File: src/rtl/alu_pkg.sv
// Shared types for the ALU result path: opcodes, flag indices and
// the tagged result entry queued behind the ALU.
package alu_pkg;

    typedef enum logic [2:0] {
        OP_ADD = 3'b000,
        OP_MUL = 3'b001,
        OP_SUB = 3'b010,
        OP_AND = 3'b011,
        OP_OR  = 3'b100,
        OP_XOR = 3'b101,
        OP_NOT = 3'b110
    } alu_op_e;

    localparam int FLAG_Z = 0;
    localparam int FLAG_N = 1;
    localparam int FLAG_C = 2;
    localparam int FLAG_V = 3;

    typedef struct packed {
        logic [31:0] result;
        logic [2:0]  opcode;
        logic [3:0]  flags;
    } alu_entry_t;

endpackage

File: src/rtl/alu_flag_gen.sv
// Combinational status flags {V, C, N, Z} for one ALU result.
// Opcode 111 has no enum member and only reports Z.
module alu_flag_gen
    import alu_pkg::*;
(
    input  logic [2:0]  opcode,
    input  logic [15:0] a,
    input  logic [15:0] b,
    input  logic [31:0] result,
    output logic [3:0]  flags
);

    always_comb begin
        flags = '0;
        flags[FLAG_Z] = (result == 32'd0);
        case (opcode)
            OP_ADD: begin
                flags[FLAG_N] = result[15];
                flags[FLAG_C] = result[16];
                flags[FLAG_V] = (a[15] == b[15]) && (result[15] != a[15]);
            end
            OP_SUB: begin
                flags[FLAG_N] = result[15];
                flags[FLAG_C] = (a < b);
                flags[FLAG_V] = (a[15] != b[15]) && (result[15] != a[15]);
            end
            OP_MUL: begin
                flags[FLAG_N] = result[31];
                flags[FLAG_C] = |result[31:16];
            end
            OP_AND, OP_OR, OP_XOR, OP_NOT: begin
                flags[FLAG_N] = result[15];
            end
            default: ;
        endcase
    end

endmodule

File: src/rtl/alu_result_fifo.sv
// Tags each ALU result with opcode and flags and queues it in a
// small valid/ready FIFO with a sticky signed-overflow indicator.
module alu_result_fifo
    import alu_pkg::*;
#(
    parameter int DEPTH = 4,
    parameter int RES_W = 32
) (
    input  logic                     clk,
    input  logic                     rst,
    input  logic                     in_valid,
    output logic                     in_ready,
    input  logic [2:0]               in_opcode,
    input  logic [15:0]              in_a,
    input  logic [15:0]              in_b,
    input  logic [RES_W-1:0]         in_result,
    output logic                     out_valid,
    input  logic                     out_ready,
    output logic [RES_W-1:0]         out_result,
    output logic [2:0]               out_opcode,
    output logic [3:0]               out_flags,
    output logic [$clog2(DEPTH):0]   count,
    output logic                     ovf_sticky,
    input  logic                     ovf_clr
);

    localparam int AW = $clog2(DEPTH);
    localparam int CW = AW + 1;

    alu_entry_t     mem [DEPTH];
    alu_entry_t     head;
    logic [AW-1:0]  wr_ptr;
    logic [AW-1:0]  rd_ptr;
    logic [3:0]     flags;
    logic           full;
    logic           push;
    logic           pop;

    alu_flag_gen u_flag_gen (
        .opcode (in_opcode),
        .a      (in_a),
        .b      (in_b),
        .result (in_result),
        .flags  (flags)
    );

    assign full      = (count == CW'(DEPTH));
    assign in_ready  = !full && !rst;
    assign out_valid = (count != '0);
    assign push      = in_valid && in_ready;
    assign pop       = out_valid && out_ready;

    // Storage is not reset; count gates visibility of stale entries.
    always_ff @(posedge clk) begin
        if (push) begin
            mem[wr_ptr] <= '{result: in_result, opcode: in_opcode, flags: flags};
        end
    end

    always_ff @(posedge clk or posedge rst) begin
        if (rst) begin
            wr_ptr     <= '0;
            rd_ptr     <= '0;
            count      <= '0;
            ovf_sticky <= 1'b0;
        end else begin
            if (push) wr_ptr <= wr_ptr + AW'(1);
            if (pop)  rd_ptr <= rd_ptr + AW'(1);
            case ({push, pop})
                2'b10:   count <= count + CW'(1);
                2'b01:   count <= count - CW'(1);
                default: ;
            endcase
            if (push && flags[FLAG_V]) ovf_sticky <= 1'b1;
            else if (ovf_clr)          ovf_sticky <= 1'b0;
        end
    end

    always_comb begin
        head = '0;
        if (out_valid) head = mem[rd_ptr];
    end

    assign out_result = head.result;
    assign out_opcode = head.opcode;
    assign out_flags  = head.flags;

endmodule

File: config.mk
export PLATFORM = sky130hd
export DESIGN_NAME = alu_result_fifo
export DESIGN_NICKNAME = d
export VERILOG_FILES = /design/src/rtl/alu_pkg.sv /design/src/rtl/alu_flag_gen.sv /design/src/rtl/alu_result_fifo.sv
export SDC_FILE = /design/constraint.sdc
export NUM_CORES = 1
export LEC_CHECK = 0
export ABC_AREA = 1
export BUFFER_PORTS_ARGS = -buffer_cell sky130_fd_sc_hd__buf_4
export CORE_UTILIZATION = 60
export CTS_CLUSTER_DIAMETER = 50
export CTS_CLUSTER_SIZE = 30
export DETAILED_ROUTE_END_ITERATION = 10
export PLACE_DENSITY = 0.83
export REMOVE_ABC_BUFFERS = 1
export SLEW_MARGIN = 20
export SYNTH_ARGS = -nofsm -noshare
export SYNTH_HDL_FRONTEND = slang
export SYNTH_SLANG_ARGS = --single-unit
File: constraint.sdc
create_clock -name clk -period 4.6 [get_ports clk]
set_clock_uncertainty 0.1 [all_clocks]
set_input_delay 0.69 -clock clk [delete_from_list [all_inputs] [get_ports clk]]
set_output_delay 0.69 -clock clk [all_outputs]
set_load 0.02 [all_outputs]
; Word level (Yosys, flattened, before mapping)
; Memories as Yosys holds them, arrays and structs flattened.
; Index checks and enable logic that the tools add are counted.
[word_totals]
mem_count = 1
out_inout_bits = 45
input_bits = 72
ramBits = 156
regBits = 8
[classes]
magnitude_cmp = 1
muxes = 9
n_addsub = 4
reduce_logical = 15
n_eq_ne = 12
[mem_list]
columns = memory, words, width, read_ports, rd_ports_with_merged_regs, wr, line
row1 = mem, 4, 39, 1, 0, 1, alu_result_fifo.sv:30  ; alu_entry_t mem [DEPTH];
[op_table]
columns = operator, n
row1 = two-way mux 39 bit, 1
row2 = logical NOT 32 bit, 1
row3 = < comparator 16 bit, 1
row4 = OR reduction 16 bit, 1
row5 = "equality test 3 bit, second input constant", 4
row6 = "equality test 3 x 2 -> 1 bit, second input constant", 2
row7 = logical AND 1 bit, 6
row8 = one-hot mux 3 bit (2 select lines), 1
row9 = OR reduction 6 bit, 1
row10 = "adder 2 x 1 -> 2 bit, second input constant", 2
row11 = two-way mux 1 bit, 4
row12 = one-hot mux 1 bit (2 select lines), 2
row13 = nonzero test 2 bit, 2
row14 = "adder 3 x 1 -> 3 bit, second input constant", 1
row15 = "equality test 3 x 1 -> 1 bit, second input constant", 1
row16 = logical NOT 3 bit, 1
row17 = one-hot mux 1 bit (3 select lines), 1
row18 = nonzero test 3 bit, 1
row19 = "subtractor 3 x 1 -> 3 bit, second input constant", 1
row20 = "equality test 2 x 1 -> 1 bit, second input constant", 1
row21 = "equality test 2 bit, second input constant", 1
row22 = logical NOT 1 bit, 2
row23 = != test 1 bit, 2
row24 = equality test 1 bit, 1

; Depth between registers and ports, before layout
; Gate-level depths: netlist of run 1.
[logic_depth]
word_depth = 6
mapped_depth = 11
ltp_nobuf = 11

; By module
; Synthesis of run 1 repeated with hierarchy kept, for this count alone.
[unflattened]
hier_cells = 779
area_unflattened_um2 = 7699.9
[modules_own_cells]
columns = module, cells_each, seq_area_each_um2, n_inst, area_per_inst_um2
row1 = alu_result_fifo, 680, 4884.7, 1, 7124.3
row2 = alu_flag_gen, 99, 0.0, 1, 575.6

; Worst setup path after synthesis of run 1
; No wires, ideal clock.
[synth_path]
path_type = input to register
from = in rst
to = mem mem[0][0] (netlist bit), enable pin
path_slack_ns = 1.250
arrival_ns = 2.815
stages = 3
cell_sequence = a21oi_2 nand2_2 nor2_1
[synth_between]
elab_chain_cells = 5
[synth_rtl]
columns = element, line
row1 = start: declaration, alu_result_fifo.sv:10  ; input logic rst,
row2 = logical NOT 1 bit (no source line), -
row3 = logical AND 1 bit, alu_result_fifo.sv:48  ; assign in_ready = !full && !rst;
row4 = logical AND 1 bit, alu_result_fifo.sv:50  ; assign push = in_valid && in_ready;
row5 = two-way mux 1 bit, alu_result_fifo.sv:55  ; if (push) begin
row6 = two-way mux 1 bit (implied by the code), alu_result_fifo.sv:56  ; mem[wr_ptr] <= '{result: in_result, opcode: in_opcode, flags: flags};
row7 = end: declaration, alu_result_fifo.sv:30
; Every way passes these cells.

; Final worst setup path of run 1
[layout_path]
from = reg rd_ptr[0]
to = out out_result[16]
[layout_between]
elab_chain_cells = 2
[layout_rtl]
columns = element, line
row1 = start: declaration, alu_result_fifo.sv:33  ; logic [AW-1:0] rd_ptr;
row2 = start signal: assignment, alu_result_fifo.sv:68  ; if (pop) rd_ptr <= rd_ptr + AW'(1);
row3 = memory (4 x 39 bit), -
row4 = two-way mux 39 bit, alu_result_fifo.sv:81  ; if (out_valid) head = mem[rd_ptr];
row5 = end: declaration, alu_result_fifo.sv:19  ; output logic [RES_W-1:0] out_result,
; Every way passes these cells.

==> results_dict.tcl, run 1 <==
set metrics [dict create \
    finalNonFillerCells 882 \
    synthCells 615 \
    path_clk_slew_ns 0.06 \
    gp_congestion 0.754 \
    nNetsFinal 819 \
    switching_share_pct 36.6 \
    max-slew-margin-rel_pct 39.5 \
    wl_per_cell_um 17.2 \
    first_global_vias 5015 \
    first_pass_iters 5 \
    boundaryPins 117 \
    fin_crit_ns 3.37 \
    die-area_mm2 0.0123 \
    diodes 0 \
    p_sw_mw 2.08 \
    drtAntennaViolNets 0 \
    start_kind "register" \
    h-tree-depth 4 \
    synth_seq_cells 164 \
    drt-initial-drc-count 413 \
    max-cap-violations 0 \
    yosys.cell_types.count 32 \
    synthFlopType "edfxtp_1" \
    gr-usage-all-layers_pct 25.7 \
    synth_area_mm2 0.00711 \
    dp_hpwl_um 9190 \
    syn_to_final_growth_pct 22.1 \
    ys_seq_area_share_pct 68.7 \
    post-cts-setup-buffer-count 0 \
    crit_chain "buf_4 -> nor2_1 -> nor2_1 -> o21ai_0 -> a21oi_1 -> buf_4" \
    max_clock_freq_mhz 297 \
    cts_inserted_buffers 17 \
    path_buf_inv 2 \
    grt.overflow.total 0 \
    critical_path_peak_fanout 50 \
    clkPwrFrac_pct 27.1 \
    initial_core_util_pct 62.0 \
    n_fill_cell 723 \
    timing.final.hold_violations 0 \
    intPower_mw 3.59 \
    route.detailed.drc 0 \
    grt_setup_unrepaired "no" \
    cp.arrival_ns 2.58 \
    tightest_slew_ns 0.906 \
    core_mm2 0.0115 \
    avgSynthCellArea_um2 11.6 \
    grt_pass1_wl_um 24100 \
    synth_edf_count 156 \
    cts-root-buf "clkbuf_16" \
    dp_cells 850 \
    p_leak_nw 3.38 \
    outcome "complete, no violations" \
    layout_common_cells "nor2_1, edfxtp_1, buf_4" \
    hold_path_class "in2async" \
    vdd_ir_drop_max_mv 0.453 \
    fp.dieW_um 111 \
    setup_tns_ns 0 \
    final.setup.worst_slack_ns 1.23 \
    cp_top_family "flip-flops" \
    synth.top_cell.area_share_pct 65.9 \
    yosys-top-cells-area "edfxtp_1, nor2_1, o21ai_0" \
    die_y_um 111 \
    synth-async-reset-ratio_pct 4.88 \
    hold-worst-slack_ns 0.126 \
    core.rowCount 39 \
    cts.sinks 164 \
    yosysTopAreaCell "edfxtp_1" \
    hold_buffers 0 \
    critPathRequiredTime_ns 3.81 \
    cts-resized-gates 0 \
    io_buffers 116 \
    cts_tree "done" \
    period_share_pct 73.2 \
    final_layout_size_suffix_gt1_share_pct 22.2 \
    via_per_inst 5.60 \
    ctsLongestPathBuffers 2 \
    drt-total-wl_um 15100 \
    power_mw 5.67 \
    pre_cts_ws_ns 1.80 \
    grt_antenna_before_repair 0 \
    pwr_density_cell_mw_per_mm2 653 \
    slowest_delay_ns 0.76 \
    pwr-share-seq_pct 33.9 \
    ys_warn_count 0 \
    via_count 4937 \
    final_common_cell "nor2_1" \
    grt_max_degree 80 \
    end_kind "output pin" \
    setup_violations 0 \
    power_frac_comb_pct 39.0 \
    worst_skew_pair.late_latency_ns 0.42 \
    critPathKind "reg2out" \
    slowest_stage "dfrtp_2" \
    report.final.slew_viol_count 0 \
]
==> per-stage QoR <==
step / util, % / cell area [um^2]
floorplan: - / 6910
global placement: 70.0 / 8030
detailed placement: 70.0 / 8030
CTS: 75.7 / 8680
global route: 75.7 / 8680
finish: 75.7 / 8680
==> synth_stat cells (2+ instances only) <==
cell	count
buf_4	6
nor4_1	4
nor2_1	177
nand2_1	24
xor2_1	4
ha_1	20
nor3_1	2
o21ai_1	10
nand2_2	2
inv_2	2
nand4_1	3
a21oi_1	46
o21ai_0	71
clkbuf_2	3
clkbuf_1	7
buf_2	7
nand3_1	7
dfrtp_1	8
inv_1	38
buf_6	7
edfxtp_1	156
==> state kept, by name (all words and copies together), names as in the netlist <==
register	cells
count	3
mem	156
ovf_sticky	1
rd_ptr	2
wr_ptr	2
==> power by group through the flow <==
stage | sequential, mW | combinational (mW) | clock (mW)
final | 1.92 | 2.21 | 1.53
after CTS | 1.92 | 2.22 | 1.54
after floorplan | 2.02 | 1.22 | 0
after global routing | 1.94 | 2.42 | 1.61
after detailed placement | 1.95 | 2.20 | 0
after global placement | 1.94 | 2.14 | 0
==> path summary, 6_finish.rpt <==
path	cells after the start	to	slack (ns)	from
worst max-delay path	6	out_result[16]	1.23	rd_ptr[0]
worst min-delay path	2	ovf_sticky	0.13	rst
worst max register to register	5	mem[3][36]	2.14	count[0]
worst min register to register	2	ovf_sticky	0.41	ovf_sticky
max in group asynchronous	2	rd_ptr[0]	4.02	rst
min in group clk	1	mem[0][35]	0.38	in_result[28]
==> cell type report <==
type / count / area (um^2) / share of cell area, %
sequential: 164 / 4890 / 56.3
multi-input combinational: 380 / 1890 / 21.8
timing repair buffer: 122 / 916 / 10.6
clock buffer: 20 / 447 / 5.15
clock inverter: 12 / 200 / 2.31
tap: 143 / 179 / 2.06
inverter: 41 / 156 / 1.80
==> kinds of logic (layout without fill, tap and decap cells) <==
group / Yosys count / after routing / synth area share [%]
fa+ha+maj: 21 / 21 / 3.80
compound gates: 133 / 133 / 9.60
xor+xnor: 5 / 5 / 0.616
flops: 164 / 164 / 68.7
buf+inv: 71 / 195 / 5.02
simple gates: 221 / 221 / 12.2
==> routing by layer <==
metal	GRT usage (%)	wire (um)	share of wire, %
met2	43.0	7750	51
met4	10.7	214	1.4
met3	7.55	1040	6.8
met5	0	0	0
met1	31.4	6140	41
(Power assumes the default switching activity.)
==> inputs of run 2 (changes only) <==
--- a/config.mk
+++ b/config.mk
@@ -5,13 +5,13 @@
 export SDC_FILE = /design/constraint.sdc
 export NUM_CORES = 1
 export LEC_CHECK = 0
-export ABC_AREA = 1
+export ABC_AREA = 0
 export BUFFER_PORTS_ARGS = -buffer_cell sky130_fd_sc_hd__buf_4
-export CORE_UTILIZATION = 60
+export CORE_UTILIZATION = 51
 export CTS_CLUSTER_DIAMETER = 50
 export CTS_CLUSTER_SIZE = 30
 export DETAILED_ROUTE_END_ITERATION = 10
-export PLACE_DENSITY = 0.83
+export PLACE_DENSITY = 0.75
 export REMOVE_ABC_BUFFERS = 1
 export SLEW_MARGIN = 20
 export SYNTH_ARGS = -nofsm -noshare
==> constraint.sdc (replaced) <==
create_clock -name clk -period 2.86 [get_ports clk]
set_clock_uncertainty 0.1 [all_clocks]
set_input_delay 0.429 -clock clk [delete_from_list [all_inputs] [get_ports clk]]
set_output_delay 0.429 -clock clk [all_outputs]
set_load 0.02 [all_outputs]
==> run 2 against run 1 <==
  * Clock power increased by 44%
  * Critical path type unchanged
  * Non-clock buffer count is 4 higher
  * Worst hold slack worse by 0.0049 ns
  * Final area grew 0.25%
  * Critical path depth down 2
  * Count of clock-buffer cells in the layout grew 4
  * Global-route usage is 6.2 points lower
  * First-iteration DRC count down 25%
  * Highest routed layer unchanged
  * Synthesized area down 1.4%
  * Routed wire length fell by 16%
  * Sequential power increased by 60%
==> results_dict.tcl, run 2 <==
set metrics [dict create \
    outcome "complete, no violations" \
    cts_inserted_buffers 17 \
    vdd_ir_drop_max_mv 0.517 \
    hold_path_class "in2reg" \
    yosysTopAreaCell "edfxtp_1" \
    first_pass_iters 4 \
    r2r_cells 10 \
    tightest_slew_ns 0.632 \
    pwr-share-seq_pct 37.3 \
    end_kind "output pin" \
    grt_setup_unrepaired "no" \
    diodes 0 \
    via_count 3723 \
    initial_core_util_pct 52.7 \
    drt-total-wl_um 12800 \
    slowest_stage "mux4_1" \
    ctsLongestPathBuffers 2 \
    die_y_um 119 \
    synthFlopType "edfxtp_1" \
    crit_start "rd_ptr[0]" \
    r2r_start "count[0]" \
    intPower_mw 5.75 \
    drtAntennaViolNets 0 \
    worstHoldStart "in_result[17]" \
    hold_depth 1 \
    core_mm2 0.0133 \
    synth_seq_cells 164 \
    critPathRequiredTime_ns 2.33 \
    synth_commonest_cells "edfxtp_1, and2_1, mux4_1, inv_1, ha_1" \
    crit_chain "buf_4 -> mux4_1 -> and2_1 -> buf_4" \
    avgSynthCellArea_um2 19.2 \
    pwr_density_cell_mw_per_mm2 947 \
    largest_register "mem" \
    cp.arrival_ns 2.10 \
    nNetsFinal 589 \
    critPathKind "reg2out" \
    cts.sinks 164 \
    largest_register_ffs 156 \
    core.rowCount 42 \
    power_mw 8.24 \
    switching_share_pct 30.3 \
    drt-initial-drc-count 311 \
    final_layout_size_suffix_gt1_share_pct 34.6 \
    power_frac_comb_pct 36.0 \
    ys_warn_count 0 \
    grt_max_degree 41 \
    critical_path_peak_fanout 21 \
    cts-resized-gates 0 \
    report.final.slew_viol_count 0 \
    dp_hpwl_um 8200 \
    grt.overflow.total 0 \
    cts_tree "done" \
    start_kind "register" \
    cts-root-buf "clkbuf_16" \
    via_per_inst 5.44 \
    fin_crit_ns 2.63 \
    synth_most_common_cell "edfxtp_1" \
    crit_path_frequent_cell "buf_4" \
    path_clk_slew_ns 0.06 \
    yosys-top-cells-area "edfxtp_1, mux4_1, mux4_2" \
    top_regs "mem: 156 flops, count: 3 flops" \
    die-area_mm2 0.0142 \
    gp_congestion 0.736 \
    synth_edf_count 156 \
    grt_pass1_wl_um 20200 \
    synth.top_cell.area_share_pct 66.9 \
    synth_area_mm2 0.00700 \
    wl_per_cell_um 18.7 \
    setup_tns_ns 0 \
    layout_common_cells "edfxtp_1, buf_4, and2_1" \
    boundaryPins 117 \
    syn_to_final_growth_pct 24.2 \
    grt_antenna_before_repair 0 \
    p_sw_mw 2.50 \
    worst_skew_pair.late_latency_ns 0.41 \
    ys_seq_area_share_pct 69.8 \
    synthCells 364 \
    p_leak_nw 3.28 \
    max-cap-violations 0 \
    yosys.cell_types.count 41 \
    fp.dieW_um 119 \
    slowest_delay_ns 0.63 \
    setup_violations 0 \
    final_common_cell "edfxtp_1" \
    period_share_pct 92.1 \
    n_fill_cell 908 \
    synth-async-reset-ratio_pct 4.88 \
    h-tree-depth 4 \
    io_buffers 116 \
    clkPwrFrac_pct 26.7 \
    first_global_vias 3855 \
    max_clock_freq_mhz 380 \
    max-slew-margin-rel_pct 57.5 \
    post-cts-setup-buffer-count 0 \
    gr-usage-all-layers_pct 19.5 \
    timing.final.hold_violations 0 \
    route.detailed.drc 0 \
]
==> run 2: cell count changes in the layout (fill, tap and decap cells not counted), sizes merged, moves of 6 or more <==
cell and change:
nor2 -173, o21ai -78, a21oi -42, and2 +41
mux4 +39, nand2 -21, inv -19, nand3 -6
==> run 2: cell type report <==
type                            count  area [um^2]  area share, %
Timing Repair Buffer              126          998           11.5
Tap cell                          176          220           2.53
Sequential cell                   164         4890           56.2
Clock buffer                       24          482           5.54
Inverter                           24         90.1           1.04
Clock inverter                      8          101           1.16
Multi-Input combinational cell    163         1920           22.1
==> run 2: power by group through the flow <==
| stage | Combinational (mW) | Clock [mW] | Sequential (mW) |
|---|---|---|---|
| floorplan | 1.67 | 0 | 3.25 |
| global placement | 2.99 | 0 | 3.10 |
| detailed placement | 3.02 | 0 | 3.13 |
| CTS | 3.03 | 2.23 | 3.08 |
| global route | 3.20 | 2.33 | 3.10 |
| finish | 2.97 | 2.20 | 3.07 |
==> run 2: kinds of logic after synthesis <==
| logic type | synth area share, % |
|---|---|
| and+or+nand+nor | 6.57 |
| AOI/OAI and AO/OA | 1.73 |
| DFF | 69.8 |
| xor gates and xnor gates | 1.00 |
| buffers and inverters | 2.89 |
| muxes | 14.2 |
| adders and majority gates | 3.86 |
==> run 2: repair_timing <==
action	4_1_cts	5_1_grt
hold buffers	1	0
endpoints found under the setup margin	0	0
hold endpoints to repair	8	0
==> run 2: stage by stage <==
stage / setup WS [ns] / area, um^2 / cells / hold WS (ns) / utilization [%]
after floorplan: 0.0162 / 6890 / 351 / 0.145 / -
after global placement: 0.663 / 8110 / 652 / 0.312 / 61.0
after detailed placement: 0.596 / 8110 / 652 / 0.330 / 61.0
after CTS: 0.173 / 8700 / 685 / 0.107 / 65.4
after global routing: 0.135 / 8700 / 685 / 0.109 / 65.4
final: 0.226 / 8700 / 685 / 0.121 / 65.4
==> run 2: worst max-delay path: cells and delay by family, from the launching register on <==
| kind | cells | cell delay, ns |
|---|---|---|
| flip-flops | 1 | 0.36 |
| AND/OR/NAND/NOR | 1 | 0.20 |
| multiplexers | 1 | 0.63 |
| buffers and inverters | 2 | 0.51 |
==> run 2: routing by layer <==
metal | track usage [%] | share of wire (%) | up-vias
li1 | - | - | 1723
met1 | 23.4 | 40 | 1852
met2 | 34.3 | 52 | 135
met3 | 4.45 | 5.8 | 13
met4 | 7.59 | 1.5 | 0
met5 | 0 | 0 | -
==> run 2: final timing paths <==
check,to,slack [ns]
worst max-delay path,out_result[19],0.23
worst min-delay path,mem[2][24],0.12
worst max register to register,count[2],0.66
worst min register to register,count[0],0.42
max in group asynchronous,rd_ptr[0],1.94
min in group asynchronous,rd_ptr[1],0.45
==> inputs of run 3 (changes only) <==
--- a/config.mk
+++ b/config.mk
@@ -5,13 +5,16 @@
 export SDC_FILE = /design/constraint.sdc
 export NUM_CORES = 1
 export LEC_CHECK = 0
-export ABC_AREA = 0
+export ABC_AREA = 1
 export BUFFER_PORTS_ARGS = -buffer_cell sky130_fd_sc_hd__buf_4
-export CORE_UTILIZATION = 51
+export CELL_PAD_IN_SITES_DETAIL_PLACEMENT = 0
+export CELL_PAD_IN_SITES_GLOBAL_PLACEMENT = 1
+export CORE_MARGIN = 8
+export CORE_UTILIZATION = 40
 export CTS_CLUSTER_DIAMETER = 50
 export CTS_CLUSTER_SIZE = 30
 export DETAILED_ROUTE_END_ITERATION = 10
-export PLACE_DENSITY = 0.75
+export PLACE_DENSITY = 0.74
 export REMOVE_ABC_BUFFERS = 1
 export SLEW_MARGIN = 20
 export SYNTH_ARGS = -nofsm -noshare
==> run 3 against run 2 <==
  * Non-clock buffer count grew 3
  * Worst hold slack gained 0.0010 ns
  * Combinational power grew 26%
  * Core utilization shrank 15 points
  * Fmax grew 0.18%
  * Sequential share of layout area shrank 0.65 points
  * Global-route usage shrank 3.6 points
  * Critical path depth grew 2
  * First-iteration DRC count grew 12%
  * Clock power is essentially flat
  * Cell count grew 42%
  * Sequential power is essentially flat
==> results_dict.tcl, run 3 (same netlist as run 1, synthesis figures left out) <==
set metrics [dict create \
    diodes 0 \
    via_per_inst 5.02 \
    setup_violations 0 \
    crit_chain "inv_2 -> buf_12 -> nor2_1 -> o21ai_1 -> a21oi_1 -> buf_4" \
    max_clock_freq_mhz 380 \
    gr-usage-all-layers_pct 15.9 \
    nNetsFinal 826 \
    grt_antenna_before_repair 0 \
    final_common_cell "nor2_1" \
    largest_register_ffs 156 \
    h-tree-depth 4 \
    top_regs "mem: 156 flops, count: 3 flops" \
    final_layout_size_suffix_gt1_share_pct 22.5 \
    fp.dieW_um 149 \
    post_dp_cell_area_mm2 0.00822 \
    fin_crit_ns 2.63 \
    finalCoreUtilization_pct 50.7 \
    cts_inserted_buffers 17 \
    die-area_mm2 0.0223 \
    critical_path_peak_fanout 24 \
    finalNonFillerCells 971 \
    largest_register "mem" \
    vdd_ir_drop_max_mv 0.602 \
    hold_buffers 1 \
    outcome "complete, no violations" \
    cts-root-buf "clkbuf_16" \
    first_global_vias 5137 \
    syn_to_final_growth_pct 23.9 \
    slowest_stage "dfrtp_2" \
    design_area_mm2 0.00880 \
    critPathRequiredTime_ns 2.33 \
    route.detailed.drc 0 \
    first_pass_iters 4 \
    hold_depth 1 \
    cts-resized-gates 0 \
    via_count 4874 \
    layout_common_cells "nor2_1, edfxtp_1, buf_4" \
    dp_cells 938 \
    die_y_um 149 \
    grt.overflow.total 0 \
    start_kind "register" \
    r2r_cells 9 \
    power_mw 9.02 \
    slowest_delay_ns 0.60 \
    grt_max_degree 80 \
    cts_tree "done" \
    end_kind "output pin" \
    io_buffers 116 \
    drt-total-wl_um 17100 \
    p_leak_nw 3.39 \
    timing.final.hold_violations 0 \
    path_clk_slew_ns 0.06 \
    cp.arrival_ns 2.10 \
    drtAntennaViolNets 0 \
    cts.sinks 164 \
    max-slew-margin-rel_pct 59.3 \
    core.rowCount 48 \
    pwr_density_cell_mw_per_mm2 1020 \
    gp_congestion 0.762 \
    ctsLongestPathBuffers 2 \
    post-cts-setup-buffer-count 0 \
    report.final.slew_viol_count 0 \
    core_mm2 0.0174 \
    worst_skew_pair.late_latency_ns 0.42 \
    critPathKind "reg2out" \
    grt_pass1_wl_um 27000 \
    dp_hpwl_um 10900 \
    max-cap-violations 0 \
    period_share_pct 91.9 \
    initial_core_util_pct 40.9 \
    drt-initial-drc-count 348 \
    wl_per_cell_um 17.6 \
    hold_path_class "in2reg" \
    tightest_slew_ns 0.611 \
    grt_setup_unrepaired "no" \
    boundaryPins 117 \
]
==> run 3: cell type report <==
cell class	instances	area (um^2)
Sequential cell	164	4890
Timing Repair Buffer	129	1010
Clock buffer	19	433
Fill cell	1562	8560
Tap cell	225	282
Inverter	41	156
Clock inverter	13	140
Multi-Input combinational cell	380	1890
==> run 3: path summary, 6_finish.rpt <==
check,startpoint,endpoint,slack (ns)
min in group asynchronous,rst,ovf_sticky,0.45
setup reg to reg,count[0],count[2],0.62
hold / removal,in_result[27],mem[2][34],0.12
hold reg to reg,ovf_sticky,ovf_sticky,0.39
setup / recovery,rd_ptr[1],out_result[28],0.23
max in group asynchronous,rst,rd_ptr[1],1.94
==> run 3: per-layer routing <==
metal  GRT usage [%]  part of all wire, %  up-vias  wire length, um
met3            5.98                  8.2       15             1410
met5               0                    0        -                0
li1                -                    -     2371                -
met1            19.1                   43     2334             7320
met4            5.55                  1.5        0              250
met2            25.7                   48      154             8130
==> run 3: stage by stage <==
step	hold WS, ns	setup WS (ns)	setup TNS (ns)
2_1_floorplan	0.145	-0.425	-70.81
3_3_place_gp	0.338	0.653	0
3_5_place_dp	0.335	0.614	0
4_1_cts	0.103	0.204	0
5_1_grt	0.103	0.0769	0
6_report	0.122	0.231	0
==> run 3: worst max-delay path: cells and delay by family, from the launching register on <==
family,cells,cell delay (ns)
DFF,1,0.60
and+or+nand+nor,1,0.13
buffers and inverters,3,0.67
AOI/OAI and AO/OA,2,0.28
==> run 3: power by group <==
part | internal [mW] | total, mW | switching [mW]
clock network | 1.35 | 2.21 | 0.862
logic | 1.37 | 3.73 | 2.36
registers | 2.93 | 3.08 | 0.141
total | 5.66 | 9.02 | 3.36
